$ cat config.mk
export PLATFORM = sky130hd
export DESIGN_NAME = collision_monitor
export DESIGN_NICKNAME = d
export VERILOG_FILES = /design/src/rtl/collision_monitor_pkg.sv /design/src/rtl/collision_monitor_box_overlap.sv /design/src/rtl/collision_monitor.sv
export SDC_FILE = /design/constraint.sdc
export NUM_CORES = 1
export LEC_CHECK = 0
export CORE_ASPECT_RATIO = 1.75
export CORE_MARGIN = 2
export CORE_UTILIZATION = 55
export DETAILED_ROUTE_END_ITERATION = 16
export GPL_ROUTABILITY_DRIVEN = 1
export PLACE_DENSITY = 0.89
export SLEW_MARGIN = 20
export SYNTH_ARGS = -nofsm -noshare
export SYNTH_HDL_FRONTEND = slang
export SYNTH_SLANG_ARGS = --single-unit
$ cat constraint.sdc
create_clock -name clk -period 3.94 [get_ports clk]
set_input_delay 0.591 -clock clk [delete_from_list [all_inputs] [get_ports clk]]
set_output_delay 0.591 -clock clk [all_outputs]
set_load 0.005 [all_outputs]
$ cat src/rtl/collision_monitor_pkg.sv
// Shared game package.
// Holds the game FSM state encoding and the default coordinate width.
// The collision monitor and its overlap sub-module both import it.
package collision_monitor_pkg;

  // Default width of every coordinate and size on the video grid.
  localparam int COORD_W_DEFAULT = 9;

  // Game FSM states. The collision monitor only counts and confirms while in RUN.
  typedef enum logic [1:0] {
    IDLE = 2'd0,
    RUN  = 2'd1,
    OVER = 2'd2,
    WIN  = 2'd3
  } state_t;

endpackage

$ cat src/rtl/collision_monitor_box_overlap.sv
// box_overlap: purely combinational overlap test between two axis-aligned boxes.
// Boxes are half-open on both axes: [x, x+w) x [y, y+h).
// Ports:
//   a_x, a_y, a_w, a_h : box A, COORD_W+1 bits. The extra bit lets a shrunk or offset box fit.
//   b_x, b_y, b_w, b_h : box B, COORD_W+1 bits.
//   overlap            : 1 when the two boxes share at least one pixel.
// The end coordinates are formed one bit wider than the ports, so the sums cannot wrap.
// A box with zero width or zero height never overlaps.
module box_overlap #(
  parameter int COORD_W = 9
) (
  input  logic [COORD_W:0] a_x,
  input  logic [COORD_W:0] a_y,
  input  logic [COORD_W:0] a_w,
  input  logic [COORD_W:0] a_h,
  input  logic [COORD_W:0] b_x,
  input  logic [COORD_W:0] b_y,
  input  logic [COORD_W:0] b_w,
  input  logic [COORD_W:0] b_h,
  output logic             overlap
);

  logic [COORD_W+1:0] a_x_end, a_y_end, b_x_end, b_y_end;

  assign a_x_end = {1'b0, a_x} + {1'b0, a_w};
  assign a_y_end = {1'b0, a_y} + {1'b0, a_h};
  assign b_x_end = {1'b0, b_x} + {1'b0, b_w};
  assign b_y_end = {1'b0, b_y} + {1'b0, b_h};

  assign overlap = ({1'b0, a_x} < b_x_end) && ({1'b0, b_x} < a_x_end) &&
                   ({1'b0, a_y} < b_y_end) && ({1'b0, b_y} < a_y_end);

endmodule

$ cat src/rtl/collision_monitor.sv
// collision_monitor: frame-synchronous collision monitor for the dino runner.
// On each frame_tick in RUN, it compares a shrunk dino hitbox against N_OBS obstacle boxes.
// A slot must overlap for CONFIRM_FRAMES consecutive ticks before a hit is reported.
// The report stays latched until clear is asserted or the game leaves RUN.
// Ports:
//   clk, reset (async, active-low)
//   state           : game FSM state
//   frame_tick      : one-cycle sampling strobe per frame
//   clear           : synchronous clear of the latch and the counters
//   dino_*          : dino box (top-left origin, y grows downward)
//   obs_*           : packed obstacle boxes; slot i is at [i*COORD_W +: COORD_W]
//   obs_valid       : per-slot live flag
//   overlap_now     : registered raw per-slot overlap from the last tick taken
//   collision       : sticky confirmed collision
//   collision_pulse : one-cycle pulse when collision sets
//   hit_mask        : slots that confirmed on the latching tick
//   hit_index       : lowest set bit of hit_mask
module collision_monitor
  import collision_monitor_pkg::*;
#(
  parameter int COORD_W        = COORD_W_DEFAULT,
  parameter int N_OBS          = 3,
  parameter int CONFIRM_FRAMES = 2,
  parameter int MARGIN         = 1,
  localparam int IDX_W         = (N_OBS > 1) ? $clog2(N_OBS) : 1
) (
  input  logic                     clk,
  input  logic                     reset,
  input  state_t                   state,
  input  logic                     frame_tick,
  input  logic                     clear,
  input  logic [COORD_W-1:0]       dino_x,
  input  logic [COORD_W-1:0]       dino_y,
  input  logic [COORD_W-1:0]       dino_w,
  input  logic [COORD_W-1:0]       dino_h,
  input  logic [N_OBS*COORD_W-1:0] obs_x,
  input  logic [N_OBS*COORD_W-1:0] obs_y,
  input  logic [N_OBS*COORD_W-1:0] obs_w,
  input  logic [N_OBS*COORD_W-1:0] obs_h,
  input  logic [N_OBS-1:0]         obs_valid,
  output logic [N_OBS-1:0]         overlap_now,
  output logic                     collision,
  output logic                     collision_pulse,
  output logic [N_OBS-1:0]         hit_mask,
  output logic [IDX_W-1:0]         hit_index
);

  localparam int CW = $clog2(CONFIRM_FRAMES + 1);
  localparam int BW = COORD_W + 1;
  localparam logic [CW-1:0] CONFIRM_CNT = CW'(CONFIRM_FRAMES);
  localparam logic [BW-1:0] MARGIN_BW   = BW'(MARGIN);
  localparam logic [BW-1:0] MARGIN2_BW  = BW'(2 * MARGIN);

  // Shrunk dino hitbox. The width and height are only meaningful when the box is not empty.
  // Otherwise they may wrap, and hb_empty masks every slot instead.
  logic [BW-1:0] hb_x, hb_y, hb_w, hb_h;
  logic          hb_empty;

  assign hb_empty = ({1'b0, dino_w} <= MARGIN2_BW) || ({1'b0, dino_h} <= MARGIN2_BW);
  assign hb_x     = {1'b0, dino_x} + MARGIN_BW;
  assign hb_y     = {1'b0, dino_y} + MARGIN_BW;
  assign hb_w     = {1'b0, dino_w} - MARGIN2_BW;
  assign hb_h     = {1'b0, dino_h} - MARGIN2_BW;

  logic [N_OBS-1:0] raw_overlap;
  logic [N_OBS-1:0] ov_next;
  logic [N_OBS-1:0] confirm_next;

  logic [N_OBS-1:0] overlap_now_reg;
  logic             collision_reg;
  logic             collision_pulse_reg;
  logic [N_OBS-1:0] hit_mask_reg;
  logic [IDX_W-1:0] hit_index_reg;
  logic [IDX_W-1:0] hit_index_next;

  genvar gi;
  generate
    for (gi = 0; gi < N_OBS; gi++) begin : g_slot
      logic [CW-1:0] cnt_reg;
      logic [CW-1:0] cnt_next;

      box_overlap #(.COORD_W(COORD_W)) u_box_overlap (
        .a_x     (hb_x),
        .a_y     (hb_y),
        .a_w     (hb_w),
        .a_h     (hb_h),
        .b_x     ({1'b0, obs_x[gi*COORD_W +: COORD_W]}),
        .b_y     ({1'b0, obs_y[gi*COORD_W +: COORD_W]}),
        .b_w     ({1'b0, obs_w[gi*COORD_W +: COORD_W]}),
        .b_h     ({1'b0, obs_h[gi*COORD_W +: COORD_W]}),
        .overlap (raw_overlap[gi])
      );

      assign ov_next[gi] = raw_overlap[gi] & obs_valid[gi] & ~hb_empty;

      // The streak counter saturates at CONFIRM_CNT. Any non-overlapping tick restarts the streak.
      assign cnt_next = ov_next[gi]
                        ? ((cnt_reg == CONFIRM_CNT) ? CONFIRM_CNT : cnt_reg + CW'(1))
                        : '0;
      assign confirm_next[gi] = (cnt_next == CONFIRM_CNT);

      // The counter freezes while the latch holds, so it does not keep streaking on a dead game.
      always_ff @(posedge clk or negedge reset) begin
        if (!reset) begin
          cnt_reg <= '0;
        end else if (clear || (state != RUN)) begin
          cnt_reg <= '0;
        end else if (frame_tick && !collision_reg) begin
          cnt_reg <= cnt_next;
        end
      end
    end
  endgenerate

  // hit_index is the lowest confirming slot. Scanning downward lets the lowest index win.
  always_comb begin
    hit_index_next = '0;
    for (int i = N_OBS - 1; i >= 0; i--) begin
      if (confirm_next[i]) hit_index_next = IDX_W'(i);
    end
  end

  always_ff @(posedge clk or negedge reset) begin
    if (!reset) begin
      overlap_now_reg     <= '0;
      collision_reg       <= 1'b0;
      collision_pulse_reg <= 1'b0;
      hit_mask_reg        <= '0;
      hit_index_reg       <= '0;
    end else begin
      collision_pulse_reg <= 1'b0;
      if (clear) begin
        // A tick in the same cycle is discarded, so overlap_now keeps its last value.
        collision_reg <= 1'b0;
        hit_mask_reg  <= '0;
        hit_index_reg <= '0;
      end else if (state != RUN) begin
        collision_reg <= 1'b0;
        hit_mask_reg  <= '0;
        hit_index_reg <= '0;
        if (frame_tick) overlap_now_reg <= '0;
      end else if (frame_tick) begin
        overlap_now_reg <= ov_next;
        if (!collision_reg && (|confirm_next)) begin
          collision_reg       <= 1'b1;
          collision_pulse_reg <= 1'b1;
          hit_mask_reg        <= confirm_next;
          hit_index_reg       <= hit_index_next;
        end
      end
    end
  end

  assign overlap_now     = overlap_now_reg;
  assign collision       = collision_reg;
  assign collision_pulse = collision_pulse_reg;
  assign hit_mask        = hit_mask_reg;
  assign hit_index       = hit_index_reg;

endmodule

==> results.json, run 1 <==
{
  "outcome": "did not finish",
  "failed_stage": "clock tree synthesis (4_1_cts)",
  "firstError": "[ERROR DPL-0033] detailed placement checks failed during check placement.",
  "die-width_microns": 84.1,
  "clk_path_buf_depth": 2,
  "cts-buffers-inserted": 3,
  "dp_hpwl_microns": 20400,
  "synth_cells": 748,
  "synth-adder-area-share_pct": 39.4,
  "seq_area_frac_synth_pct": 6.49,
  "synthesis.area_sq_um": 6170,
  "placedInstanceArea_sq_um": 9360,
  "clkSinkCount": 16,
  "port_buffers": 162,
  "globalplace.congestion": 0.998,
  "dominant_combinational_cell_family_by_area_after_synthesis": "adder cells",
  "ys_types": 64,
  "mappedNetlistNets": 1089,
  "compound_gate_fraction_of_synth_area_pct": 24.3,
  "postCtsSetupRepairBufs": 65,
  "number_of_enable_type_register_cells_in_the_synthesized_netlist": 0,
  "postCtsHoldBufs": 0,
  "synth.area.mux_share_pct": 0.243,
  "cts_htree_levels": 1,
  "clock-root-buffer": "clkbuf_16",
  "yosysWarnings": 0,
  "synthesized_area_fraction_occupied_by_xor_and_xnor_cells_pct": 9.80,
  "postSynthAreaPerCell_sq_um": 8.25,
  "starting_utilization_of_the_core_area_pct": 55.9,
  "io_pins": 163,
  "placement_rows": 51,
  "floorplan.die.height_microns": 144,
  "synth-simple-area-share_pct": 15.8,
  "synth-main-ff-cell": "dfrtp_1",
  "synth_seq_cells": 16,
  "post_cts.resized_instances": 320,
  "async_reset_ff_share_pct": 100
}
logic make-up after synthesis:
| logic type | Yosys count |
|---|---|
| AO/OA/AOI/OAI | 219 |
| XOR/XNOR | 69 |
| adder cells (fa/ha/maj) | 190 |
| buffers and inverters | 63 |
| flip-flops | 16 |
| multiplexers | 1 |
| AND/OR/NAND/NOR | 190 |
Yosys cell counts, drive strengths merged (7+ instances only):
cell,count,area (sq um)
nor2,34,128
nand3,26,130
nand2,46,173
xnor2,32,280
a21o,26,196
and2,7,43.8
nand2b,21,131
nor2b,9,56.3
fa,8,160
a21oi,67,335
xor2,37,324
dfrtp,16,400
ha,180,2250
and3,9,61.3
or3,7,43.8
a211oi,19,160
o21ai,44,231
nor3,7,40.0
inv,59,221
through the flow:
step / TNS, ns / worst slack, ns / std cells
floorplan: 0 / 0.00342 / 748
global placement: -8.90 / -0.734 / 1220
detailed placement: -11.55 / -0.852 / 1220
==> inputs of run 2 (changes only) <==
CORE_ASPECT_RATIO = not set   (was 1.75)
CORE_UTILIZATION = 40   (was 55)
PLACE_DENSITY = not set   (was 0.89)
PLACE_DENSITY_LB_ADDON = 0.15   (was not set)
==> run 2 against run 1 <==
  * The flow now finishes, with violations (negative setup slack)
  * Synthesized cell count is the same
  * Area after synthesis is the same
==> results.json, run 2 <==
{
  "core_footprint_sq_um": 15100,
  "setup_viol": 2,
  "cts_tree": "done",
  "final_layout_worst_hold_slack_ns": 0.484,
  "drt_pass1_iterations": 4,
  "max_freq_ghz": 0.253,
  "clock-root-buffer": "clkbuf_16",
  "finalClockSkew_ns": 0.00177,
  "crit_path_start_kind": "input pin",
  "netlist_top_cells_count": "ha_1, a21oi_1, inv_1, nand2_1, o21ai_0",
  "io_pins": 163,
  "ys_types": 64,
  "number_of_enable_type_register_cells_in_the_synthesized_netlist": 0,
  "die-width_microns": 128,
  "outcome": "finished with violations",
  "totalPowerFinal_w": 0.00249,
  "cts_htree_levels": 1,
  "clkSlewWorstSetupHoldPaths_ns": 0.05,
  "r2r_setup_slack_ns": 2.28,
  "net-switching-power_w": 0.00103,
  "grt_first_pass_wirelength_microns": 33700,
  "floorplan.die.height_microns": 128,
  "post-synth-top-area-fraction_pct": 36.5,
  "power_switching_share_pct": 41.3,
  "syn2layout_area_growth_pct": 82.5,
  "grt_pass1_vias": 7396,
  "synth-main-ff-cell": "dfrtp_1",
  "synth_most_common_cell": "ha_1",
  "starting_utilization_of_the_core_area_pct": 40.7,
  "reg2regPathDepth": 6,
  "p_leak_nw": 5.44,
  "largest_register_ff_count": 6,
  "period_share_pct": 100,
  "cp.required_ns": 4.07,
  "synth_seq_cells": 16,
  "fin_util_pct": 74.3,
  "mappedNetlistNets": 1089,
  "worst-setup-path-type": "in2reg",
  "layout_common_cells": "buf_4, ha_1, clkdlybuf4s50_1",
  "min_path_type": "reg2reg",
  "track_usage_pct": 25.2,
  "power.density_nw_per_um2": 221,
  "r2r-end": "hit_mask[1]",
  "postSynthAreaPerCell_sq_um": 8.25,
  "post-place-ws_ns": -0.910,
  "worstMarginPinSlew_ns": 0.900,
  "synth_area_leaders": "ha_1, dfrtp_1, a21oi_1",
  "ir_worst_vdd_uv": 131,
  "grt_setup_unrepaired": "yes",
  "critPathArrivalTime_ns": 4.09,
  "wirelength_routed_microns": 21600,
  "globalplace.congestion": 0.862,
  "dp_hpwl_microns": 16500,
  "port_buffers": 162,
  "clkSinkCount": 16,
  "report.final.slew_viol_count": 0,
  "postCtsHoldBufs": 0,
  "clkLatencyLatePin_ns": 0.25,
  "hold_worst_path_end": "overlap_now[1]",
  "grt_start_max_net_pins": 17,
  "n_antenna_cell": 0,
  "endpoint_kind": "register",
  "maxSlewHeadroom_pct": 39.9,
  "grt-ovfl-total": 0,
  "finish.net_count": 1514,
  "vias_per_cell": 5.28,
  "worstHoldStart": "overlap_now[1]",
  "vias": 7176,
  "worstHoldPathCells": 2,
  "most_frequent_standard_cell_in_the_layout_excluding_fill_and_tap_cells": "buf_4",
  "fp.dieArea_sq_um": 16400,
  "seq_area_frac_synth_pct": 6.49,
  "clk_path_buf_depth": 2,
  "min_tclk_post_route_ns": 3.95,
  "postLayoutSetupSlackWorst_ns": -0.0148,
  "antenna_found_initial": 0,
  "cell_internal_pwr_w": 0.00146,
  "avgRoutedWirePerCell_microns": 15.9,
  "post_route_cells_drive_above_1_share_pct": 42.8,
  "synth_cells": 748,
  "placement_rows": 45,
  "violations": "negative setup slack",
  "timing.max_cap.violations": 0,
  "setup_tns_ns": -0.0162,
  "drt.antenna.violating_nets": 0,
  "detail_route.drc_violations": 0,
  "synthesis.area_sq_um": 6170,
  "yosysWarnings": 0,
  "worstPathMaxFanout": 5,
  "async_reset_ff_share_pct": 100,
  "share_seq_of_total_power_pct": 6.8,
  "power_frac_comb_pct": 84.4,
  "cell_type_with_the_largest_total_area_after_synthesis": "ha_1",
  "r2r-start": "g_slot[1].cnt_reg[0]",
  "hold_violations": 0,
  "share_clk_of_total_power_pct": 8.8,
  "drtIter0Drc": 252,
  "cts-buffers-inserted": 3
}
[run 2: cell counts after synthesis]
No cell type changed its count.
[run 2: final cells by class]
type | count | area, sq um
Clock buffer | 4 | 88.8
Inverter | 59 | 229
Tap cell | 188 | 235
Sequential cell | 16 | 400
Multi-Input combinational cell | 669 | 6750
Fill cell | 1082 | 3890
Timing Repair Buffer | 424 | 3550
[run 2: what timing repair did]
action,CTS,global route
pin swaps,158,145
endpoints found under the setup margin,16,13
setup buffers,48,15
gates resized for setup,275,132
[run 2: cell families (layout without fill, tap and decap cells)]
| family | after synthesis | count (layout) | synth area share [%] |
|---|---|---|---|
| muxes | 1 | 1 | 0.243 |
| adders and majority gates | 190 | 190 | 39.4 |
| and+or+nand+nor | 190 | 190 | 15.8 |
| buffers and inverters | 63 | 487 | 3.85 |
| AOI/OAI and AO/OA | 219 | 219 | 24.3 |
| xor gates and xnor gates | 69 | 69 | 9.80 |
| DFF | 16 | 16 | 6.49 |
[run 2: routing by layer]
layer | track usage, % | vias to the layer above | routed length, microns
li1 | - | 3617 | -
met1 | 29.4 | 3337 | 8920
met2 | 49.0 | 175 | 11200
met3 | 1.34 | 47 | 708
met4 | 7.37 | 0 | 805
met5 | 0 | - | 0
[run 2: how the worst max path moves through the flow]
| stage | from | slack [ns] | end | cells past startpoint |
|---|---|---|---|---|
| floorplan | dino_h[1] | 0.003 | hit_index[0] | 18 |
| detailed placement | obs_x[10] | -0.91 | hit_mask[1] | 20 |
| finish | dino_h[1] | -0.01 | hit_mask[1] | 22 |
| global placement | dino_h[2] | -0.71 | hit_index[1] | 19 |
| global route | dino_h[1] | -0.19 | hit_index[0] | 21 |
| CTS | dino_h[2] | 0.0009 | hit_index[0] | 19 |
[run 2: critical path, cell delays in order]
cell and delay (ns):
buf_8 0.10, inv_6 0.05, ha_4 0.13, buf_4 0.13, xor2_4 0.18, ha_4 0.22
a21o_1 0.19, a21oi_2 0.16, nand2_2 0.11, a21o_1 0.23, a21oi_2 0.19, xor2_2 0.10
buf_4 0.15, ha_1 0.22, a211oi_2 0.14, o21ai_1 0.12, o211ai_1 0.13, a21oi_2 0.10
nor3_2 0.22, clkbuf_16 0.19, a211oi_4 0.07, o31a_2 0.35
[run 2: through the flow]
step                instances  instance area, sq um
global route             1360                 11300
floorplan                 748                  6220
detailed placement       1295                  9580
CTS                      1346                 10700
finish                   1360                 11300
global placement         1295                  9580
[run 2: power groups by stage]
stage | Clock (W) | Combinational, W | Sequential (W)
6_report | 0.000218 | 0.00210 | 0.000170
5_1_grt | 0.000231 | 0.00232 | 0.000170
4_1_cts | 0.000224 | 0.00192 | 0.000170
3_5_place_dp | 0 | 0.00165 | 0.000173
3_3_place_gp | 0 | 0.00162 | 0.000173
2_1_floorplan | 0 | 0.000903 | 0.000173
(Power assumes the default switching activity.)
==> inputs of run 3 (changes only) <==
ABC_CLOCK_PERIOD_IN_PS = 3940   (was not set)
SKIP_CTS_REPAIR_TIMING = 1   (was not set)
==> run 3 against run 2 <==
  * The run still ends with negative setup slack left
  * Global-route usage decreased by 2.4 points
  * Register-to-register slack got worse by 0.11 ns
  * Flip-flop and latch count unchanged
  * Non-clock buffer count decreased by 22
  * Cell area decreased by 0.72%
  * Final cell count decreased by 1.6%
  * Die area unchanged
  * Clock skew increased by 0.0042 ns
==> results.json, run 3 (synthesized netlist as in run 2, its figures left out) <==
{
  "outcome": "finished with violations",
  "violations": "negative setup slack",
  "min_path_type": "reg2reg",
  "grt_most_used_layer": "met2",
  "syn2layout_area_growth_pct": 81.1,
  "grt_first_pass_wirelength_microns": 30600,
  "io_pins": 163,
  "grt_pass1_vias": 6712,
  "fillerInstances": 1085,
  "r2r-start": "collision",
  "finalClockSkew_ns": 0.00600,
  "most_frequent_standard_cell_in_the_layout_excluding_fill_and_tap_cells": "buf_4",
  "postLayoutSetupSlackWorst_ns": -0.0731,
  "period_share_pct": 102,
  "setup_viol": 5,
  "r2r-end": "hit_mask[0]",
  "use_met3_pct": 1.34,
  "worstHoldPathCells": 2,
  "hold_worst_path_end": "overlap_now[1]",
  "drt.antenna.violating_nets": 0,
  "n_antenna_cell": 0,
  "avgRoutedWirePerCell_microns": 15.9,
  "cts_tree": "done",
  "post_route_cells_drive_above_1_share_pct": 40.5,
  "cts_htree_levels": 1,
  "crit_path_start_kind": "input pin",
  "totalPowerFinal_w": 0.00246,
  "detail_route.drc_violations": 0,
  "power.density_nw_per_um2": 220,
  "die-width_microns": 128,
  "final_layout_worst_hold_slack_ns": 0.485,
  "layout_common_cells": "buf_4, ha_1, clkdlybuf4s50_1",
  "worst_setup_path_startpoint": "dino_h[2]",
  "timing.max_cap.violations": 0,
  "multiInputGateArea_sq_um": 6650,
  "hold_violations": 0,
  "vias": 7063,
  "drt_pass1_iterations": 5,
  "min_tclk_post_route_ns": 4.01,
  "globalplace.congestion": 0.862,
  "placedInstanceArea_sq_um": 9580,
  "worst-setup-path-type": "in2reg",
  "fp.dieArea_sq_um": 16400,
  "drtIter0Drc": 252,
  "vias_per_cell": 5.28,
  "worstHoldStart": "overlap_now[1]",
  "cp.required_ns": 4.13,
  "largest_register_ff_count": 6,
  "grt-ovfl-total": 0,
  "grt_start_max_net_pins": 17,
  "ir_worst_vdd_uv": 126,
  "max_freq_ghz": 0.249,
  "worstPathMaxFanout": 5,
  "clkLatencyLatePin_ns": 0.25,
  "grt_setup_unrepaired": "yes",
  "port_buffers": 162,
  "starting_utilization_of_the_core_area_pct": 40.7,
  "post-route-cell-area_sq_um": 11200,
  "core_footprint_sq_um": 15100,
  "clkSinkCount": 16,
  "report.final.slew_viol_count": 0,
  "track_usage_pct": 22.7,
  "r2r_setup_slack_ns": 2.17,
  "clock-root-buffer": "clkbuf_16",
  "antenna_found_initial": 0,
  "regArea_sq_um": 400,
  "dp_hpwl_microns": 16500,
  "cts-buffers-inserted": 3,
  "clkSlewWorstSetupHoldPaths_ns": 0.05,
  "reg2regPathDepth": 4,
  "clk_path_buf_depth": 2,
  "grt.met2_usage_pct": 43.8,
  "placement_rows": 45,
  "maxSlewHeadroom_pct": 29.3,
  "floorplan.die.height_microns": 128,
  "post-place-ws_ns": -0.910,
  "wirelength_routed_microns": 21300,
  "globalRouteMet1Util_pct": 27.9,
  "worstMarginPinSlew_ns": 1.06,
  "finish.net_count": 1492,
  "endpoint_kind": "register",
  "p_leak_nw": 5.66,
  "critPathArrivalTime_ns": 4.20
}
-- run 3: cell types whose count changed in the layout (fill, tap and decap cells not counted), sizes merged --
| cell | before | now |
|---|---|---|
| clkbuf | 18 | 12 |
| clkdlybuf4s50 | 92 | 90 |
| dlymetal6s2s | 17 | 57 |
| dlygate4sd2 | 22 | 0 |
| clkdlybuf4s15 | 5 | 0 |
| buf | 274 | 247 |
-- run 3: through the flow --
stage	setup TNS, ns	util [%]	std cells
after global placement	-8.69	63.3	1295
final	-0.199	73.8	1338
after global routing	-1.29	73.8	1338
after detailed placement	-10.07	63.3	1295
after CTS	-6.17	63.9	1299
after floorplan	0	-	748
-- run 3: power by group --
group / internal [W] / total [W] / switching [W]
registers: 0.000168 / 0.000170 / 0.00000176
logic: 0.00112 / 0.00207 / 0.000947
clock network: 0.000155 / 0.000224 / 0.0000698
total: 0.00144 / 0.00246 / 0.00102
-- run 3: worst max-delay path by stage --
stage	to	slack [ns]	cells after the start
3_3_place_gp	hit_index[1]	-0.71	19
6_report	hit_index[0]	-0.07	19
4_1_cts	hit_mask[0]	-0.66	20
2_1_floorplan	hit_index[0]	0.003	18
3_5_place_dp	hit_mask[1]	-0.91	20
5_1_grt	hit_mask[1]	-0.24	22
-- run 3: cell type report --
cell class	count	area share [%]
multi-input cells	669	59.5
clock buffers	4	0.795
repair buffers	402	32.0
well taps	188	2.11
flip-flops and latches	16	3.58
inverters	59	2.03
-- run 3: critical path, cell delays in order --
cell	delay (ns)
buf_8	0.10
inv_4	0.05
ha_4	0.13
inv_2	0.04
or3_4	0.39
xnor2_4	0.17
ha_4	0.28
o211ai_1	0.12
o21ai_2	0.23
xnor2_2	0.12
ha_1	0.33
nand4_1	0.08
or3_4	0.35
a31oi_4	0.19
o221ai_2	0.13
o311a_4	0.15
and3_4	0.20
a211oi_4	0.31
o221a_1	0.23
-- run 3: per-layer routing --
metal / part of all wire (%) / routed length [microns]
met1: 42 / 8890
met2: 53 / 11300
met3: 3.5 / 750
met4: 1.9 / 406
met5: 0 / 0
==> RTL change 1: new RTL, settings of run 3 <==
Change the parameter `CONFIRM_FRAMES` from 2 to 1.
--- a/src/rtl/collision_monitor.sv
+++ b/src/rtl/collision_monitor.sv
@@ -20,7 +20,7 @@
 #(
   parameter int COORD_W        = COORD_W_DEFAULT,
   parameter int N_OBS          = 3,
-  parameter int CONFIRM_FRAMES = 2,
+  parameter int CONFIRM_FRAMES = 1,
   parameter int MARGIN         = 1,
   localparam int IDX_W         = (N_OBS > 1) ? $clog2(N_OBS) : 1
 ) (
Behaviour: not the same (a bounded check fails within 4 cycles, from zero or initial values and one cycle with reset low).
==> RTL change 1 against run 3 <==
The run still ends with negative setup slack left; area after synthesis shrank 4.5%; clock power is 20% lower; design area fell by 7.6%; routed wire length fell by 5.6%; power down 6.9%; combinational power down 3%; worst setup slack got worse by 60 ps; count of clock-buffer cells in the layout is 1 lower; core utilization is 2.4 points lower; die area shrank 4.3%; sequential cell count is 6 lower.
==> RTL change 1: results (changes against run 3) <==
pre-CTS setup slack=-812.6 ps (+97.14 ps); register-to-register path setup slack=2820 ps (+650 ps); Yosys cell types=55 (-14%); compound-gate portion of the synthesized area=0.2401 (-0.003280); first-pass GRT wire length=30,260 µm (-1.2%); WL per Instance=15.50 µm (-2.6%); Hold Slack=482.8 ps (-2.116 ps); GR met2 Demand/Resource=0.3961 (-0.04163); #FFs+latches synth=10 (-6); syn avg cell area=8.040 µm² (-2.5%); Area contributors post-synth=ha_1, xnor2_1, xor2_1, a21oi_1, dfrtp_1; Psw=0.0009811 W (-3.7%); Hold EP=overlap_now[2]$_DFFE_PN0P_; met1 wire length=9748 µm (+9.7%); critical-path maximum fanout=7 (+2); met3 WL post-DR=650 µm (-13%); fill count=1,146 (+5.6%); Post-Synth XOR/XNOR Area=0.1130 (+0.01498); reg-to-reg endpoint=hit_mask[1]$_DFFE_PN0P_; DR vias/cell=5.264 (-0.27%); Setup-failing EPs final=6 (+1); Critical Path Start=dino_h[1]; Worst setup endpoint=hit_mask[0]$_DFFE_PN0P_; Clk pwr share=0.078 (-0.013); DR iter-0 viols=302 (+20%); setup ws final=-133.1 ps (-60.00 ps); Pwr Density=222.0 nW/µm² (+0.71%); Layout Utilization=0.7133 (-0.02444); Reg2Reg Depth=3 (-1); Layout Nets=1,453 (-2.6%); worst vdd ir=0.0001310 V (+4.2%); Max-slew headroom=0.3163 (+0.02299); number of global-route vias before repair=6,531 (-2.7%); Arr. time, crit path=4190 ps (about the same); global routing usage on met1=0.3250 (+0.04614); Syn Nets=1,071 (-1.7%); via count=6,828 (-3.3%); largest net degree at the start of global routing=11 (-6); placed cell count=1,268 (-2.1%); hold path startpoint=overlap_now[2]$_DFFE_PN0P_; DP Area=9194 µm² (-4.1%); sequential share of power=0.048 (-0.021); DR WL met2=9413 µm (-16%); share of cells above drive strength 1=0.3378 (-0.06739); CP max stage delay=410 ps (+20 ps); failing checks=negative setup slack; Seq/Total Area, Yosys=0.04246 (-0.02245); global-route usage over all layers=0.2318 (+0.004305); Setup Skew=2.685 ps (-3.314 ps); final setup TNS=-445.4 ps (-246.8 ps); Adder-Cell Fraction of Synth Area=0.4030 (+0.008652); leakage=5.185 nW (-8.5%); met3 Resource Use GR=0.01155 (-0.001802); status=finished with violations
[RTL change 1: cell count changes in the layout (fill, tap and decap cells not counted), moves of 7 or more]
| cell | delta |
|---|---|
| clkdlybuf4s50_1 | +26 |
| ha_4 | -9 |
| o21ai_2 | -11 |
| buf_6 | -8 |
| dlymetal6s2s_1 | -15 |
| o21ai_0 | +9 |
| nor3_1 | +10 |
| buf_4 | -21 |
| o21a_1 | +7 |
| o21bai_1 | +12 |
[RTL change 1: worst max-delay path: cells and delay by family]
| family | cells | cell delay (ps) |
|---|---|---|
| xor gates and xnor gates | 2 | 290 |
| AOI/OAI and AO/OA | 7 | 1130 |
| adders and majority gates | 3 | 690 |
| and+or+nand+nor | 6 | 1020 |
| buffers and inverters | 5 | 460 |
[RTL change 1: cell type report]
| class | instances | area share |
|---|---|---|
| flip-flops and latches | 10 | 0.02423 |
| inverters | 62 | 0.02350 |
| clock buffers | 3 | 0.007269 |
| repair buffers | 379 | 0.3260 |
| well taps | 184 | 0.02229 |
| multi-input cells | 659 | 0.5967 |
==> RTL change 2: new RTL, flow settings as in run 3 <==
Without the edit above. Put one more register stage on the output `collision_pulse`. The value now appears one clock later. The other outputs are not delayed to match. Comments in the files are not updated.
--- a/src/rtl/collision_monitor.sv
+++ b/src/rtl/collision_monitor.sv
@@ -153,7 +153,9 @@
 
   assign overlap_now     = overlap_now_reg;
   assign collision       = collision_reg;
-  assign collision_pulse = collision_pulse_reg;
+  always_ff @(posedge clk) begin
+    collision_pulse <= collision_pulse_reg;
+  end
   assign hit_mask        = hit_mask_reg;
   assign hit_index       = hit_index_reg;
 
Behaviour: not the same (Yosys sat finds a counterexample within 4 cycles, from zero or initial values and one cycle with reset low).
==> RTL change 2 against run 3 <==
The flow still finishes with violations (negative setup slack); count of clock-buffer cells in the layout stayed put; routed wire length is 1.6% lower; worst setup slack worse by 8.2 ps; area after synthesis is 0.32% higher; sequential power is 6% higher; power is 3.8% lower; core utilization is 1.1 points lower; sequential cell count is 1 higher; clock power is 11% lower; design area is 1.5% lower; register-to-register slack better by 20 ps; die area is 0.31% higher; via count is 0.98% lower; largest power group unchanged.
==> RTL change 2: results (changes against run 3) <==
Setup Skew=4.368 ps (-1.632 ps); Clock Path Buffers=2 (unchanged); Arr. time, crit path=4150 ps (-50 ps); met1 wire length=8853 µm (-0.37%); DR WL met2=10,670 µm (-5.2%); Setup-failing EPs final=4 (-1); worst vdd ir=0.0001765 V (+40%); Layout Nets=1,477 (-1.0%); Hold EP=collision_pulse$_DFF_P_; status=finished with violations; first-pass GRT wire length=30,970 µm (+1.1%); top_reg_cell synth=dfrtp_1; DR vias/cell=5.286 (+0.15%); global-route usage over all layers=0.2290 (+0.001480); Yosys cell types=65 (+1.6%); GPL Wtd Cong=0.8605 (-0.21%); number of global-route vias before repair=6,772 (+0.89%); count of input and output buffers=162 (unchanged); pre-CTS setup slack=-801.4 ps (+108.4 ps); max FFs per register=6 (unchanged); share of cells above drive strength 1=0.3780 (-0.02724); Area contributors post-synth=ha_1, dfrtp_1, a21oi_1, xor2_1, xnor2_1; hold path startpoint=collision_pulse_reg$_DFF_PN0_; largest net degree at the start of global routing=17 (unchanged); CTS buffer count=3 (unchanged); DR top layer=met4; asr flop ratio synth=0.9412 (-0.05882); WL per Instance=15.85 µm (-0.44%); hold path cells=0 (-2); DRT Pass-1 Iters=5 (unchanged); clk_lat worst skew=250 ps (about the same); leakage=5.525 nW (-2.5%); yosys warns=0 (unchanged); Seq/Total Area, Yosys=0.06793 (+0.003025); reg-to-reg endpoint=hit_mask[2]$_DFFE_PN0P_; met3 WL post-DR=872 µm (+16%); Max-slew headroom=0.3598 (+0.06651); critical-path maximum fanout=5 (unchanged); register-to-register path setup slack=2190 ps (+20 ps); Syn Nets=1,090 (+0.092%); clock root buffer=clkbuf_16; DR iter-0 viols=243 (-3.6%); Final Hold Fails=0 (unchanged); Reg2Reg Depth=3 (-1); failing checks=negative setup slack; post-DP HPWL=16,760 µm (+1.5%); Max H-tree Level=1 (unchanged); setup ws final=-81.28 ps (-8.212 ps); reg2reg start=collision$_DFFE_PN0P_
## RTL change 2: changes by cell type after synthesis
cell and change:
dfxtp_1 +1
## RTL change 2: area by class of cell
class                           count  area (µm²)
Fill cell                        1128        4140
Tap cell                          188       235.2
Timing Repair Buffer              386        3460
Inverter                           59       226.5
Multi-Input combinational cell    669        6585
Clock buffer                        4       78.83
Sequential cell                    17       420.4
## RTL change 2: where the power goes
group | switching, W | leakage [nW] | internal (W)
combinational | 0.000916 | 5.26 | 0.00107
clock | 0.0000622 | 0.0382 | 0.000137
sequential | 0.00000192 | 0.231 | 0.000178
## RTL change 2: per-layer routing
layer	global-route usage	vias up
li1	-	3560
met1	0.2855	3219
met2	0.4312	178
met3	0.01580	37
met4	0.04913	0
met5	0	-
## RTL change 2: kinds of logic after synthesis
kind of cell	after synthesis	synth area share
simple gates	190	0.1579
compound gates	219	0.2426
xor+xnor	69	0.09765
mux	1	0.002425
flops	17	0.06793
buf+inv	63	0.03841
fa+ha+maj	190	0.3930
## RTL change 2: per-stage QoR
stage	setup TNS [ps]	utilization	hold WS, ps	instance area [µm²]	cells
2_1_floorplan	0	-	295.4	6242	749
3_3_place_gp	-9456	0.6341	329.6	9604	1296
3_5_place_dp	-10280	0.6341	338.6	9604	1296
4_1_cts	-6575	0.6393	354.2	9683	1300
5_1_grt	-1523	0.7266	361.2	11010	1323
6_report	-205.8	0.7266	350.3	11010	1323
## RTL change 2: how the worst max path moves through the flow
| stage | from | endpoint | slack, ps | cells after the start |
|---|---|---|---|---|
| floorplan | dino_h[1] | hit_index[0]$_DFFE_PN0P_ | 3 | 18 |
| global placement | dino_y[1] | hit_index[0]$_DFFE_PN0P_ | -750 | 18 |
| detailed placement | obs_x[10] | hit_mask[1]$_DFFE_PN0P_ | -800 | 20 |
| CTS | obs_x[10] | hit_mask[1]$_DFFE_PN0P_ | -560 | 20 |
| global route | obs_x[19] | hit_mask[0]$_DFFE_PN0P_ | -230 | 19 |
| finish | obs_x[3] | hit_mask[0]$_DFFE_PN0P_ | -80 | 18 |
## RTL change 2: worst max-delay path, cell delays in order
cell and delay, ps:
clkdlybuf4s50_1 430, ha_1 310, inv_1 120, o21ai_2 70
a21o_1 150, a21o_1 160, a21o_1 180, a21oi_2 150
xor2_1 160, ha_1 280, a21oi_2 120, nand2_1 70
a22o_1 210, nor4_2 230, o311a_4 240, and3_4 240
a211oi_4 70, o31a_2 350
